### config.mk
export PLATFORM = sky130hd
export DESIGN_NAME = wave_meter
export DESIGN_NICKNAME = d
export VERILOG_FILES = /design/src/rtl/wave_meter.sv
export SDC_FILE = /design/constraint.sdc
export NUM_CORES = 1
export LEC_CHECK = 0
export ABC_AREA = 1
export BUFFER_PORTS_ARGS = -buffer_cell sky130_fd_sc_hd__buf_2
export CAP_MARGIN = 0
export CORE_ASPECT_RATIO = 0.75
export CORE_MARGIN = 8
export CORE_UTILIZATION = 40
export CTS_BUF_LIST = sky130_fd_sc_hd__clkbuf_8
export DETAILED_ROUTE_END_ITERATION = 10
export SYNTH_ARGS = -nofsm -noshare
export SYNTH_HDL_FRONTEND = slang
export SYNTH_SLANG_ARGS = --single-unit
### constraint.sdc
create_clock -name clk -period 1.9 [get_ports clk]
set_clock_uncertainty 0.1 [all_clocks]
set_input_delay 0.285 -clock clk [delete_from_list [all_inputs] [get_ports clk]]
set_output_delay 0.285 -clock clk [all_outputs]
set_load 0.01 [all_outputs]
### src/rtl/wave_meter.sv
// wave_meter: hysteresis rising-crossing detector measuring period, high time and peaks
// of a signed sample stream, with a hold-until-accepted result, timeout and overrun flags.
module wave_meter #(
  parameter int M = 16,
  parameter int P = 24,
  parameter int H = 256
) (
  input  logic                clk,
  input  logic                rst,
  input  logic signed [M-1:0] sample,
  input  logic                sample_valid,
  input  logic                result_ready,
  output logic                result_valid,
  output logic [P-1:0]        period,
  output logic [P-1:0]        high_count,
  output logic signed [M-1:0] peak_max,
  output logic signed [M-1:0] peak_min,
  output logic                timeout,
  output logic                overrun
);
  typedef enum logic {IDLE, MEASURE} state_t;
  localparam logic signed [M-1:0] H_POS = M'(H);
  localparam logic signed [M-1:0] H_NEG = -H_POS;
  state_t state_q, state_d;
  logic armed_q, armed_d;
  logic [P-1:0] cnt_q, cnt_d, high_q, high_d, period_q, period_d, hc_q, hc_d;
  logic signed [M-1:0] max_q, max_d, min_q, min_d, pmax_q, pmax_d, pmin_q, pmin_d;
  logic rv_q, rv_d, to_q, to_d, ov_q, ov_d;
  logic crossing, emit, is_pos;
  logic [P-1:0] cnt_inc;
  always_comb begin
    crossing = sample_valid && armed_q && (sample >= H_POS);
    emit     = crossing && (state_q == MEASURE);
    is_pos   = !sample[M-1];
    cnt_inc  = cnt_q + P'(1);
    state_d  = state_q;
    armed_d  = sample_valid ? (crossing ? 1'b0 : (sample < H_NEG) ? 1'b1 : armed_q) : armed_q;
    cnt_d    = cnt_q;
    high_d   = high_q;
    max_d    = max_q;
    min_d    = min_q;
    to_d     = to_q;
    period_d = emit ? cnt_q : period_q;
    hc_d     = emit ? high_q : hc_q;
    pmax_d   = emit ? max_q : pmax_q;
    pmin_d   = emit ? min_q : pmin_q;
    rv_d     = emit || (rv_q && !result_ready);
    ov_d     = ov_q || (emit && rv_q && !result_ready);
    if (crossing) begin
      state_d = MEASURE;
      cnt_d   = P'(1);
      high_d  = P'(is_pos);
      max_d   = sample;
      min_d   = sample;
      to_d    = (state_q == IDLE) ? 1'b0 : to_q;
    end else if (sample_valid && state_q == MEASURE) begin
      cnt_d   = cnt_inc;
      high_d  = high_q + P'(is_pos);
      max_d   = (sample > max_q) ? sample : max_q;
      min_d   = (sample < min_q) ? sample : min_q;
      // counter saturation abandons the measurement; armed is left as is
      state_d = (&cnt_inc) ? IDLE : MEASURE;
      to_d    = (&cnt_inc) ? 1'b1 : to_q;
    end
  end
  always_ff @(posedge clk) begin
    if (rst) begin
      state_q  <= IDLE;
      armed_q  <= 1'b0;
      cnt_q    <= '0;
      high_q   <= '0;
      max_q    <= '0;
      min_q    <= '0;
      period_q <= '0;
      hc_q     <= '0;
      pmax_q   <= '0;
      pmin_q   <= '0;
      rv_q     <= 1'b0;
      to_q     <= 1'b0;
      ov_q     <= 1'b0;
    end else begin
      state_q  <= state_d;
      armed_q  <= armed_d;
      cnt_q    <= cnt_d;
      high_q   <= high_d;
      max_q    <= max_d;
      min_q    <= min_d;
      period_q <= period_d;
      hc_q     <= hc_d;
      pmax_q   <= pmax_d;
      pmin_q   <= pmin_d;
      rv_q     <= rv_d;
      to_q     <= to_d;
      ov_q     <= ov_d;
    end
  end
  assign result_valid = rv_q;
  assign period       = period_q;
  assign high_count   = hc_q;
  assign peak_max     = pmax_q;
  assign peak_min     = pmin_q;
  assign timeout      = to_q;
  assign overrun      = ov_q;
endmodule

Word level (Yosys, flattened, before mapping) --
Cells that the tools add are included.
Cells by class: reductions and logical operators 22, multiplexer cells 19, add/subtract/negate cells 2, equal/unequal tests 1, $lt $le $gt $ge 4
Operators by type and width (number):
- $mux W16 | 6
- $add A24 B1 Y24 | 1
- $add A24 B1 Y24 const B | 1
- $reduce_and A24 Y1 | 1
- $ge A16 B10 Y1 const B | 1
- $gt A16 B16 Y1 | 1
- $lt A16 B16 Y1 | 1
- $lt A16 B9 Y1 const B | 1
- $mux W1 | 13
- $reduce_bool A2 Y1 | 5
- $logic_and A1 B1 Y1 | 7
- $reduce_and A2 Y1 | 3
- $reduce_and A3 Y1 | 1
- $logic_not A1 Y1 | 2
- $logic_or A1 B1 Y1 | 2
- $ne A2 B2 Y1 const B | 1
- $reduce_or A2 Y1 | 1
Storage, ports and cells: output and inout bits 83, logic and storage cells 63, register bits 165, input port bits 20

Longest topological paths before layout --
depth after elaboration 6, depth in mapped cells 16, gate-level depth less buffers 15

Least setup slack after synthesis --
No wires, ideal clock.
kind reg-to-reg, start point register min_q[5], end point register min_q[12], required time 1.685 ns, slack 0.086 ns, arrival time 1.599 ns, cell stages (with the launch flop) 14, library setup time 0.115 ns, path buffers 1, cell sequence dfxtp_1 -> inv_1 -> ha_1 -> a21oi_1 -> nor2_1 -> nor3_1 -> nand2_1 -> nand2_1 -> nand3b_1 -> nand3_1 -> buf_2 -> nand3_1 -> nand2_1 -> nor2_1
On the way: longest elaborated chain between the ends 3
Ends and longest elaborated chain:
- from (decl) | line 27 | logic signed [M-1:0] max_q, max_d, min_q, min_d, pmax_q, pmax_d, pmin_q, pmin_d;
- from (signal assigned) | line 87 | min_q <= min_d;
- $lt A16 B16 Y1 | line 60 | min_d = (sample < min_q) ? sample : min_q;
- $reduce_bool A2 Y1 (no line)
- $reduce_and A2 Y1 (no line)
No other way between the ends. A chain may end at the register's enable or synchronous reset.

Final worst setup path --
start point register min_q[5], end point register min_q[6]
Same word-level chain as after synthesis.

==> reports/summary.log <==
INFO  setup_path     crit-reg2reg-capture=min_q[6]
INFO  job            cap_viol_max_count=0
INFO  setup_path     critical_path.max_fanout=6
INFO  outcome        violated_checks=negative setup slack
INFO  clock_tree     cts_tree=yes
INFO  synthesis      ys_ff_latch=165
INFO  synthesis      post-synth-top-area-fraction=0.421
INFO  timing         period_share=1.12
INFO  synthesis      yosys_warnings=0
INFO  synthesis      syn-instance-count=1093
INFO  setup_path     worstSetupStartpoint=min_q[5]
INFO  setup_path     critPathArrivalTime=2.41ns
INFO  clock_tree     cts.sinks=165
INFO  synthesis      synthDistinctLibCells=35
INFO  power          power_per_standard_cell_area=638nW/um^2
INFO  place          placement.io_buffers=102
INFO  clock_tree     clock_latency_late_sink=0.47ns
INFO  setup_path     ff2ff_path_depth=14
INFO  timing         timing_max_transition_violations_final=0
INFO  power          static-leakage-power=0.00484uW
INFO  setup_path     r2r-start=min_q[5]
INFO  timing         timing.max_slew.rel_slack=0.756
INFO  floorplan      initial_core_util=0.406
INFO  clock_tree     cts_buffers=17
INFO  floorplan      core_footprint=19300um^2
INFO  timing         finalSetupViolations=34
INFO  routing        initialDrtViolationCount=475
INFO  grt            antenna_found_initial=1
INFO  timing         achievable-frequency=471MHz
INFO  layout         n_fill_cell=1825
INFO  layout         syn_to_final_growth=38.7%
INFO  timing         finalWorstSetupSlack=-0.222ns
INFO  clock_tree     clockBufferDepth=2
INFO  power          vdd.ir_drop.worst=0.343mV
INFO  floorplan      count_of_boundary_i_o_pins=103
INFO  place          place_congestion=0.853
INFO  timing         worst_margin_slew=0.366ns
INFO  outcome        result_of_the_run=finished with violations
INFO  synthesis      syn_nets=1148
INFO  floorplan      overall_die_area=24400um^2
INFO  layout         mostFrequentLayoutCells=nand2_1 (200), dfxtp_1 (149), a21oi_1 (132), buf_4 (111), buf_2 (102)
INFO  floorplan      height_of_the_die=137um
INFO  clock_tree     htree_num_levels=4
INFO  layout         num-nets-final=1353
INFO  setup_path     timing.critical_path.to_type=flop
INFO  routing        dr_drc_count=0
INFO  grt            total_gr_overflow=0
INFO  setup_path     cp.required=2.19ns
INFO  layout         final_common_cell=nand2_1
INFO  synthesis      seq_area_frac_synth=0.421
INFO  timing         final.min_clock_period=2.12ns
INFO  synthesis      yosysTopAreaCell=dfxtp_1
INFO  synthesis      syn_avg_cell_area=7.18um^2
INFO  layout         share_of_final_layout_standard_cells_stronger_than_drive_strength_1=0.346
INFO  timing         rsz0062_at_grt=yes
INFO  routing        post_drt_via_cell_ratio=4.96
INFO  routing        postRouteWirelength=23300um
INFO  place          place_hpwl=15800um
INFO  setup_path     setup.worst_path.start_class=flop
INFO  setup_path     timing.setup.critical_path_class=flop to flop
INFO  setup_path     worstSetupEndpoint=min_q[6]
INFO  timing         report.final.hold_viol_count=0
INFO  floorplan      chipWidth=178um
INFO  grt            first_global_vias=7149
INFO  synthesis      synth_top_cells_by_area=dfxtp_1 (42%), nand2_1 (11%), a21oi_1 (10%)
INFO  floorplan      placement_rows=44
INFO  grt            global_route.usage.total=0.188
INFO  routing        postRouteAntennaNets=0
INFO  setup_path     r2r_setup_slack=-0.22ns
INFO  hold_path      min_path_type=input port to flop
INFO  grt            pin_count_of_the_biggest_net_entering_global_routing=77
INFO  routing        average_wire_length_per_cell_after_detail_routing=14.9um
INFO  clock_tree     cts.root.buffer_cell=clkbuf_8
INFO  synthesis      post_synthesis_instance_area=7850um^2
INFO  clock_tree     clk_transition_reported_paths=0.08ns
INFO  routing        detailroute.via_count=7765
INFO  timing         tns=-4.67ns
INFO  grt            grt_pass1_wl=36600um
INFO  routing        first_pass_iters=5
INFO  power          total_power=6950uW
==> state kept, by name, summed over array words and instances (netlist names) <==
| name | cells |
|---|---|
| overrun | 1 |
| max_q | 16 |
| cnt_q | 24 |
| peak_max | 16 |
| armed_q | 1 |
| peak_min | 16 |
| result_valid | 1 |
| high_q | 24 |
| timeout | 1 |
| high_count | 24 |
| period | 24 |
| min_q | 16 |
| state_q | 1 |
==> per-layer routing <==
layer / share of wire / track usage
met5: 0 / 0
met3: 0.049 / 0.0414
met2: 0.43 / 0.279
met4: 0.014 / 0.0568
met1: 0.51 / 0.266
==> Yosys cell counts <==
cell type    n
a211oi_1     5
a21oi_1    160
a21oi_2      1
buf_1        4
buf_2       21
buf_4        1
clkbuf_1    25
dfxtp_1    165
ha_1        35
inv_1      111
inv_2        3
inv_6        1
nand2_1    228
nand2_2      8
nand2_4      2
nand3_1     64
nand3_2      1
nand3_4      1
nand3b_1     1
nand4_1     14
nor2_1      98
nor2_2       6
nor2_4      10
nor3_1      16
nor3_2       1
nor4_1       1
o211ai_1     5
o21a_1       1
o21ai_0     87
o21bai_1     2
o31ai_1      1
or2_2        2
or3b_1       1
xnor2_1      4
xor2_1       7
==> repair_timing <==
action,4_1_cts,5_1_grt
buffers inserted,1,18
gates cloned,4,3
resized for setup,70,126
pin swaps,18,76
hold endpoints to repair,1,0
setup endpoints to repair,35,44
hold buffers,1,0
==> worst min path at each step <==
stage	startpoint	endpoint	slack [ns]	cells after the start
after floorplan	rst	timeout	0.25	1
after global placement	overrun	overrun	0.34	1
after detailed placement	overrun	overrun	0.35	1
after CTS	result_ready	result_valid	0.002	4
after global routing	result_ready	result_valid	0.03	4
final	result_ready	result_valid	0.03	4
==> critical path: stages, from the launching register on <==
cell	delay, ns
dfxtp_2	0.34
inv_2	0.05
ha_4	0.24
a21oi_2	0.12
nor2_1	0.05
nor3_1	0.21
nand2_2	0.11
nand2_2	0.08
nand2_2	0.05
nand2_2	0.09
nand3_4	0.17
buf_6	0.21
nand3_2	0.06
nand2_1	0.05
nor2_1	0.12
==> stage by stage <==
stage / utilization / instance area, um^2 / instances / hold WS (ns) / setup slack (ns)
global placement: 0.486 / 9400 / 1505 / 0.345 / -0.252
floorplan: - / 7850 / 1093 / 0.247 / 0.0864
detailed placement: 0.486 / 9400 / 1505 / 0.354 / -0.265
CTS: 0.524 / 10100 / 1543 / 0.00198 / -0.104
global route: 0.564 / 10900 / 1565 / 0.0254 / -0.324
finish: 0.564 / 10900 / 1565 / 0.0291 / -0.222
==> logic make-up (layout without fill, tap and decap cells) <==
group / count (synthesis) / in the layout / synth area share
buffers and inverters: 166 / 384 / 0.0838
adders and majority gates: 35 / 35 / 0.0558
and+or+nand+nor: 454 / 454 / 0.256
other: 0 / 1 / 0
AOI/OAI and AO/OA: 262 / 262 / 0.172
DFF: 165 / 165 / 0.421
xor gates and xnor gates: 11 / 11 / 0.0123
==> area by class of cell <==
class / count / area (um^2) / area share
Sequential cell: 165 / 3330 / 0.305
Antenna cell: 1 / 2.50 / 0.000230
Inverter: 115 / 440 / 0.0404
Tap cell: 253 / 317 / 0.0291
Clock buffer: 20 / 275 / 0.0253
Timing Repair Buffer: 237 / 1780 / 0.163
Clock inverter: 12 / 129 / 0.0118
Multi-Input combinational cell: 762 / 4630 / 0.425
==> power breakdown <==
part / switching (uW) / internal [uW] / total (uW)
clock: 1350 / 1270 / 2620
sequential: 28.2 / 3510 / 3540
combinational: 443 / 351 / 794
total: 1820 / 5130 / 6950
No activity file was read; power rests on OpenSTA's default activity.
